==> config.mk <==
export PLATFORM = sky130hd
export DESIGN_NAME = nlc_horner_sched
export DESIGN_NICKNAME = d
export VERILOG_FILES = /design/src/rtl/nlc_horner_sched.sv
export SDC_FILE = /design/constraint.sdc
export NUM_CORES = 1
export LEC_CHECK = 0
export ABC_AREA = 1
export BUFFER_PORTS_ARGS = -buffer_cell sky130_fd_sc_hd__clkbuf_2
export CAP_MARGIN = 20
export CORE_AREA = 2 2 119 121
export DETAILED_ROUTE_END_ITERATION = 10
export DIE_AREA = 0 0 121 123
export PLACE_DENSITY = 0.8
export SLEW_MARGIN = 20
export SYNTH_ARGS = -nofsm -noshare
export SYNTH_HDL_FRONTEND = slang
export SYNTH_SLANG_ARGS = --single-unit
==> constraint.sdc <==
create_clock -name clk -period 2.65 [get_ports clk]
set_input_delay 0 -clock clk [delete_from_list [all_inputs] [get_ports clk]]
set_output_delay 0 -clock clk [all_outputs]
set_load 0.02 [all_outputs]
==> src/rtl/nlc_horner_sched.sv <==
// Per-channel normalise + degree-5 Horner sequencer over shared fp units.
// Ports: clk, rst (async active-low), srdyi/srdyo/busy frame control,
// ch_sel/par_sel/par_data/x_fp sources, mul_*/add_* unit handshakes,
// y_fp/y_ch/y_vld result; err only with NLC_TIMEOUT_EN defined.
module nlc_horner_sched #(
  parameter int NUM_CH  = 16,
  parameter int TIMEOUT = 64
) (
  input  logic        clk,
  input  logic        rst,
  input  logic        srdyi,
  output logic        srdyo,
  output logic        busy,
  output logic [3:0]  ch_sel,
  output logic [2:0]  par_sel,
  input  logic [31:0] par_data,
  input  logic [31:0] x_fp,
  output logic [31:0] mul_a,
  output logic [31:0] mul_b,
  output logic        mul_srdyi,
  input  logic [31:0] mul_p,
  input  logic        mul_srdyo,
  output logic [31:0] add_a,
  output logic [31:0] add_b,
  output logic        add_srdyi,
  input  logic [31:0] add_s,
  input  logic        add_srdyo,
`ifdef NLC_TIMEOUT_EN
  output logic        err,
`endif
  output logic [31:0] y_fp,
  output logic [3:0]  y_ch,
  output logic        y_vld
);

  typedef enum logic [2:0] {
    IDLE     = 3'd0,
    NORM_ADD = 3'd1,
    NORM_MUL = 3'd2,
    H_MUL    = 3'd3,
    H_ADD    = 3'd4
  } state_t;

  localparam logic [3:0] LAST = 4'(NUM_CH - 1);

  state_t      state, state_n;
  logic        pend, pend_n;
  logic [2:0]  k, k_n;
  logic [3:0]  ch, ch_n;
  logic [31:0] acc, acc_n;
  logic [31:0] z, z_n;
  logic [31:0] y_fp_n;
  logic [3:0]  y_ch_n;
  logic        y_vld_n;
  logic        busy_n;
  logic        srdyo_n;
  logic        is_add, is_mul;
  logic        got, fin, issue;
`ifdef NLC_TIMEOUT_EN
  logic [15:0] wcnt, wcnt_n;
  logic        err_n;
`endif

  assign is_add = (state == NORM_ADD) || (state == H_ADD);
  assign is_mul = (state == NORM_MUL) || (state == H_MUL);
  assign got    = pend & ((is_add & add_srdyo) |
                          (is_mul & mul_srdyo));
  // last y_vld seen back in IDLE: frame done next cycle
  assign fin    = y_vld & busy & (state == IDLE);
  assign issue  = ~pend & (state != IDLE);

  always_ff @(posedge clk or negedge rst) begin
    if (!rst) begin
      state <= IDLE;
      pend  <= 1'b0;
      k     <= '0;
      ch    <= '0;
      acc   <= '0;
      z     <= '0;
      y_fp  <= '0;
      y_ch  <= '0;
      y_vld <= 1'b0;
      busy  <= 1'b0;
      srdyo <= 1'b0;
`ifdef NLC_TIMEOUT_EN
      wcnt  <= '0;
      err   <= 1'b0;
`endif
    end else begin
      state <= state_n;
      pend  <= pend_n;
      k     <= k_n;
      ch    <= ch_n;
      acc   <= acc_n;
      z     <= z_n;
      y_fp  <= y_fp_n;
      y_ch  <= y_ch_n;
      y_vld <= y_vld_n;
      busy  <= busy_n;
      srdyo <= srdyo_n;
`ifdef NLC_TIMEOUT_EN
      wcnt  <= wcnt_n;
      err   <= err_n;
`endif
    end
  end

  always_comb begin
    state_n = state;
    pend_n  = pend;
    k_n     = k;
    ch_n    = ch;
    acc_n   = acc;
    z_n     = z;
    y_fp_n  = y_fp;
    y_ch_n  = y_ch;
    y_vld_n = 1'b0;
    busy_n  = busy;
    srdyo_n = 1'b0;
`ifdef NLC_TIMEOUT_EN
    wcnt_n  = wcnt;
    err_n   = err;
`endif
    if (fin) begin
      srdyo_n = 1'b1;
      busy_n  = 1'b0;
    end
    unique case (state)
      IDLE: begin
        if (srdyi && !busy) begin
          state_n = NORM_ADD;
          ch_n    = '0;
          k_n     = '0;
          pend_n  = 1'b0;
          busy_n  = 1'b1;
`ifdef NLC_TIMEOUT_EN
          err_n   = 1'b0;
`endif
        end
      end
      default: begin
        if (!pend) begin
          pend_n = 1'b1;
`ifdef NLC_TIMEOUT_EN
          wcnt_n = 16'd1;
`endif
        end else if (got) begin
          pend_n = 1'b0;
          case (state)
            NORM_ADD: begin
              acc_n   = add_s;
              state_n = NORM_MUL;
            end
            NORM_MUL: begin
              z_n     = mul_p;
              k_n     = 3'd4;
              state_n = H_MUL;
            end
            H_MUL: begin
              acc_n   = mul_p;
              state_n = H_ADD;
            end
            H_ADD: begin
              acc_n = add_s;
              if (k != 3'd0) begin
                k_n     = k - 3'd1;
                state_n = H_MUL;
              end else begin
                y_vld_n = 1'b1;
                y_fp_n  = add_s;
                y_ch_n  = ch;
                if (ch == LAST) begin
                  state_n = IDLE;
                end else begin
                  ch_n    = ch + 4'd1;
                  state_n = NORM_ADD;
                end
              end
            end
            default: ;
          endcase
        end
`ifdef NLC_TIMEOUT_EN
        else if (wcnt == 16'(TIMEOUT - 1)) begin
          state_n = IDLE;
          pend_n  = 1'b0;
          busy_n  = 1'b0;
          srdyo_n = 1'b1;
          err_n   = 1'b1;
        end else begin
          wcnt_n = wcnt + 16'd1;
        end
`endif
      end
    endcase
  end

  always_comb begin
    ch_sel    = '0;
    par_sel   = '0;
    mul_a     = '0;
    mul_b     = '0;
    mul_srdyi = 1'b0;
    add_a     = '0;
    add_b     = '0;
    add_srdyi = 1'b0;
    unique case (state)
      NORM_ADD: begin
        ch_sel    = ch;
        par_sel   = 3'd6;
        add_a     = x_fp;
        add_b     = par_data;
        add_srdyi = issue;
      end
      NORM_MUL: begin
        ch_sel    = ch;
        par_sel   = 3'd7;
        mul_a     = acc;
        mul_b     = par_data;
        mul_srdyi = issue;
      end
      H_MUL: begin
        // first product uses coeff_5 straight from the source
        ch_sel    = ch;
        par_sel   = (k == 3'd4) ? 3'd5 : k;
        mul_a     = (k == 3'd4) ? par_data : acc;
        mul_b     = z;
        mul_srdyi = issue;
      end
      H_ADD: begin
        ch_sel    = ch;
        par_sel   = k;
        add_a     = acc;
        add_b     = par_data;
        add_srdyi = issue;
      end
      default: ;
    endcase
  end

endmodule
## After elaboration in Yosys (flattened, before gate mapping)

Index checks and enable logic that the tools add are counted.

| cells by class | value |
|---|---|
| $add $sub $neg | 2 |
| eq/ne operators | 10 |
| muxes and demuxes | 44 |
| bitwise operators | 10 |
| reduce and logical (&&, ||, !) cells | 22 |

Operator list:

| cell | number |
|---|---|
| $pmux W32 S2 | 4 |
| $mux W32 | 2 |
| $mux W4 | 8 |
| $mux W3 | 10 |
| $pmux W3 S4 | 2 |
| $mux W1 | 16 |
| $reduce_and A4 Y1 | 3 |
| $reduce_and A5 Y1 | 2 |
| $reduce_bool A3 Y1 | 3 |
| $reduce_bool A2 Y1 | 4 |
| $and A1 B1 Y1 | 6 |
| $eq A3 B2 Y1 const B | 2 |
| $eq A3 B3 Y1 const B | 2 |
| $pmux W3 S2 | 1 |
| $reduce_and A6 Y1 | 1 |
| $reduce_bool A5 Y1 | 1 |
| $add A4 B1 Y4 const B | 1 |
| $eq A4 B4 Y1 const B | 1 |
| $ne A2 B2 Y1 const B | 2 |
| $reduce_or A2 Y1 | 2 |
| $reduce_or A4 Y1 | 1 |
| $eq A3 B1 Y1 const B | 1 |
| $logic_not A3 Y1 | 1 |
| $ne A3 B1 Y1 const B | 1 |
| other kinds (8) | 11 |

| word-level totals | value |
|---|---|
| flip-flop bits (word level) | 114 |
| logic and storage cells | 99 |

## Depth between registers and ports, before layout

| logic depth | value |
|---|---|
| depth after elaboration | 8 |
| gate-level depth with buffers | 13 |
| depth with buffers taken out | 11 |

## Least setup slack after synthesis

OpenSTA, ideal clock, no wires.

| timing | value |
|---|---|
| kind | register to register |
| start point | register state[0] |
| end point | register z[10] |
| arrival | 1.607 ns |
| data required time | 2.533 ns |
| setup slack | 0.926 ns |
| cell stages (with the launch flop) | 14 |
| buffers on the path | 3 |
| cells stage by stage | dfrtp_1 > nor2_2 > nand2_1 > nand2_2 > nand2_1 > nand2_1 > nand2_1 > inv_2 > buf_6 > nand2_1 > buf_6 > buf_4 > nand2_1 > nand2_1 |

| between the ends | value |
|---|---|
| cells in the longest elaborated chain, start to end | 6 |

Ends and longest elaborated chain:

| item | RTL line | source |
|---|---|---|
| from (decl) | 46 | `state_t state, state_n;` |
| from (signal assigned) | 90 | `state <= state_n;` |
| $eq A3 B1 Y1 (tied with other cells) | 64 | `assign is_add = (state == NORM_ADD) \|\| (state == H_ADD);` |
| $logic_or A1 B1 Y1, on equally long branches | 64, 65 |  |
| $and A1 B1 Y1, on equally long branches | 66, 67 |  |
| $or A1 B1 Y1 | 66 | `assign got = pend & ((is_add & add_srdyo) \|` |
| $and A1 B1 Y1 | 66 |  |
| $reduce_and A4 Y1 (no line) * | -- |  |
| to (signal assigned) | 95 | `z <= z_n;` |
| to (decl) | 51 | `logic [31:0] z, z_n;` |

Mark *: on every way between the ends. The rest lies on a longest branch, timed or not.
A chain may end at the register's enable or synchronous reset.

## Worst setup path after layout

| timing | value |
|---|---|
| start point | register state[0] |
| end point | output mul_a[22] |

| between the ends | value |
|---|---|
| cells in the longest elaborated chain, start to end | 2 |

Ends and longest elaborated chain:

| item | RTL line | source |
|---|---|---|
| $eq A3 B2 Y1 | 207 | `unique case (state)` |
| $pmux W32 S2 * | 207 |  |
| to (decl) | 18 | `output logic [31:0] mul_a,` |

Marks and branches as above.

==> summary.txt <==
Setup path
  – Max FO, Critical Path: 16
  – Crit-path slowest cell: nor2_4
  – Buf/Inv on CP: 2
  – WS Path Type: register to output port
  – Crit path largest cell delay: 0.59 ns
  – Crit path required time: 2.65 ns
  – Crit path capture type: output port
  – Worst endpoint data arrival time: 2.43 ns
  – Gate family responsible for the most delay along the worst path: simple AND/OR/NAND/NOR gates
  – CP cell instances: nor2_1 -> nand2_2 -> clkinv_1 -> nor2_4 -> o22ai_1 -> clkbuf_2
  – Crit start category: register

Routing
  – Drt total wl: 23400 um
  – Via density: 5.08
  – DRC: 0
  – Pre-Repair DR Iteration Count: 7
  – ANT nets after route: 0
  – DR vias: 7416
  – DR WL/cell: 16.1 um
  – 1st-iter DRT viols: 431

Global routing
  – Total track usage: 30.7%
  – Initial antenna violation count: 1
  – First-pass GRT wire length: 34900 um
  – Pin count of the biggest net entering global routing: 75
  – Vias in the first global route: 6905
  – Congestion Overflow GR: 0

Placement
  – Cell Area, Placed: 7980 um2
  – DPL Wire Length: 15700 um
  – Cells after DPL: 1361
  – PortBufs: 308
  – GP Congestion: 0.837
  – DP Worst Slack: 0.330 ns

Power
  – Combinational power share: 6.8%
  – Pint: 3.29 mW
  – Peak supply drop: 0.352 mV
  – Register share of total power: 41.6%
  – P_leak: 5.30 nW
  – Switching share of power: 21.4%
  – P_sw: 0.895 mW
  – Clock network power share: 51.6%
  – Overall Power: 4.19 mW
  – Power Density: 455 nW/um2

Timing
  – Post-route setup TNS: 0 ns
  – Final worst slack: 0.220 ns
  – Slew Limit Fails: 0
  – Final setup vio count: 0
  – Worst slew pin tran: 0.992 ns
  – Clock Skew: 0.00806 ns
  – RSZ-0062 raised after global routing: no
  – Final hold violations: 0
  – Hold Slack: 0.116 ns
  – Max transition margin: 33.6%
  – Max Fclk: 412 MHz
  – Period utilization: 91.7%
  – Tmin final: 2.43 ns

Layout
  – Final core utilization: 67.7%
  – Final instance area: 9220 um2
  – P&R area growth vs syn: 47.6%
  – Share of post-route cells with drive strength above 1: 28.8%
  – Layout net count: 1403
  – Finished Layout Cells: 1460

CTS
  – Root Buffer: clkbuf_16
  – Clock Latency Late Sink: 0.41 ns
  – Clock buffer count from CTS: 17
  – H-tree depth: 4
  – Clk sinks: 114
  – Clock Tree Buf Depth: 2
  – CTS clk-pin slew, worst paths: 0.05 ns
  – Setup Fix Bufs, Post-CTS: 0
  – CTS tree: done

Status
  – Outcome: completed

Yosys
  – Area leader, netlist: dfrtp_1
  – Register area share after synthesis: 45.7%
  – Ys async rst share: 100%
  – Synth Area per Inst: 6.90 um2
  – Distinct cell type count after synthesis: 27
  – Main synth FF type: dfrtp_1
  – Synthesized area: 6240 um2
  – Share of the synthesized area in the top cell type: 45.7%
  – Synthesized net count: 1041
  – Most frequent cells after synthesis: nand2_1, o21ai_0, inv_1, dfrtp_1, nor2_1
  – Most common cell in the netlist: nand2_1
  – EDFF count, synth: 0
  – Synth warn: 0
  – Instance count of the mapped netlist: 905
  – Yosys reg bits: 114
  – Top cells by area, synth: dfrtp_1, nand2_1, o21ai_0, inv_1, o22ai_1

Floorplan
  – Die W: 121 um
  – FP Rows: 43
  – Top-Level Pins: 309
  – Starting Density: 45.9%
  – Die Span Y: 123 um
  – Total core area: 13600 um2
  – Die ar.: 14900 um2

Min path
  – Worst Hold Class: primary input to asynchronous set/reset pin

Flow run
  – Max cap viols: 0
## cell type report
cell class | count | area [um2]
tap | 180 | 225
timing repair buffer | 392 | 2390
fill | 1109 | 4400
clock buffer | 26 | 509
sequential | 114 | 2850
antenna | 1 | 2.50
inverter | 122 | 458
clock inverter | 5 | 50.0
multi-input combinational | 620 | 2730
## power groups by stage
stage / Clock (mW) / Sequential (mW) / Combinational (mW)
final: 2.16 / 1.74 / 0.286
after global routing: 2.28 / 1.74 / 0.316
after CTS: 2.19 / 1.74 / 0.282
after detailed placement: 0 / 1.77 / 0.204
after global placement: 0 / 1.77 / 0.202
after floorplan: 0 / 1.77 / 0.0443
## registers in the layout (all words and copies together), names as in the netlist
| signal | flops |
|---|---|
| acc | 32 |
| busy | 1 |
| ch | 4 |
| k | 3 |
| pend | 1 |
| srdyo | 1 |
| state | 3 |
| y_ch | 4 |
| y_fp | 32 |
| y_vld | 1 |
| z | 32 |
## worst paths after layout
check | start | slack, ns | end | cells past startpoint
setup / recovery | state[0] | 0.22 | mul_a[22] | 6
min in group clk | add_srdyo | 0.29 | z[11] | 7
max in group asynchronous | rst | 1.72 | acc[15] | 3
hold / removal | rst | 0.12 | y_ch[2] | 2
setup reg to reg | state[0] | 0.24 | y_fp[23] | 11
hold reg to reg | acc[20] | 0.47 | acc[20] | 2
## layer usage
layer,wire (um),GRT usage (%),share of wire [%]
met1,9160,36.0,39
met2,11400,52.0,49
met3,1930,7.15,8.2
met4,935,17.5,4.0
met5,0,0,0
## placed cells by master (no fill, tap or decap), types with 2 or more instances in the layout
cell type and count:
buf_4 15, o22ai_1 32, nor2_1 44, inv_1 116, nand3_1 24, o21ai_0 130, nand2_2 4, ha_1 3
inv_2 4, clkbuf_8 5, nor2_4 2, buf_12 4, clkinv_1 2, clkbuf_16 17, dlygate4sd3_1 66, nand4_1 4
a21oi_1 4, nand2_1 355, dfrtp_1 114, clkbuf_2 307, clkbuf_1 4, o21ai_1 10, clkinv_2 4
## what timing repair did
action	in CTS	in global routing
endpoints found under the hold margin	137	0
resized for setup	0	1
hold buffers	66	0
endpoints found under the setup margin	0	23
## cells by family (layout without fill, tap and decap cells)
family                   after synthesis  count (layout)  share of synthesized area [%]
AO/OA/AOI/OAI                        179             179                           15.2
XOR/XNOR                               2               2                          0.281
adder cells (fa/ha/maj)                3               3                          0.601
buffers and inverters                172             545                           11.2
flip-flops                           114             114                           45.7
other                                  0               1                              0
AND/OR/NAND/NOR                      435             436                           27.1
No activity file was read; power rests on OpenSTA's default activity.
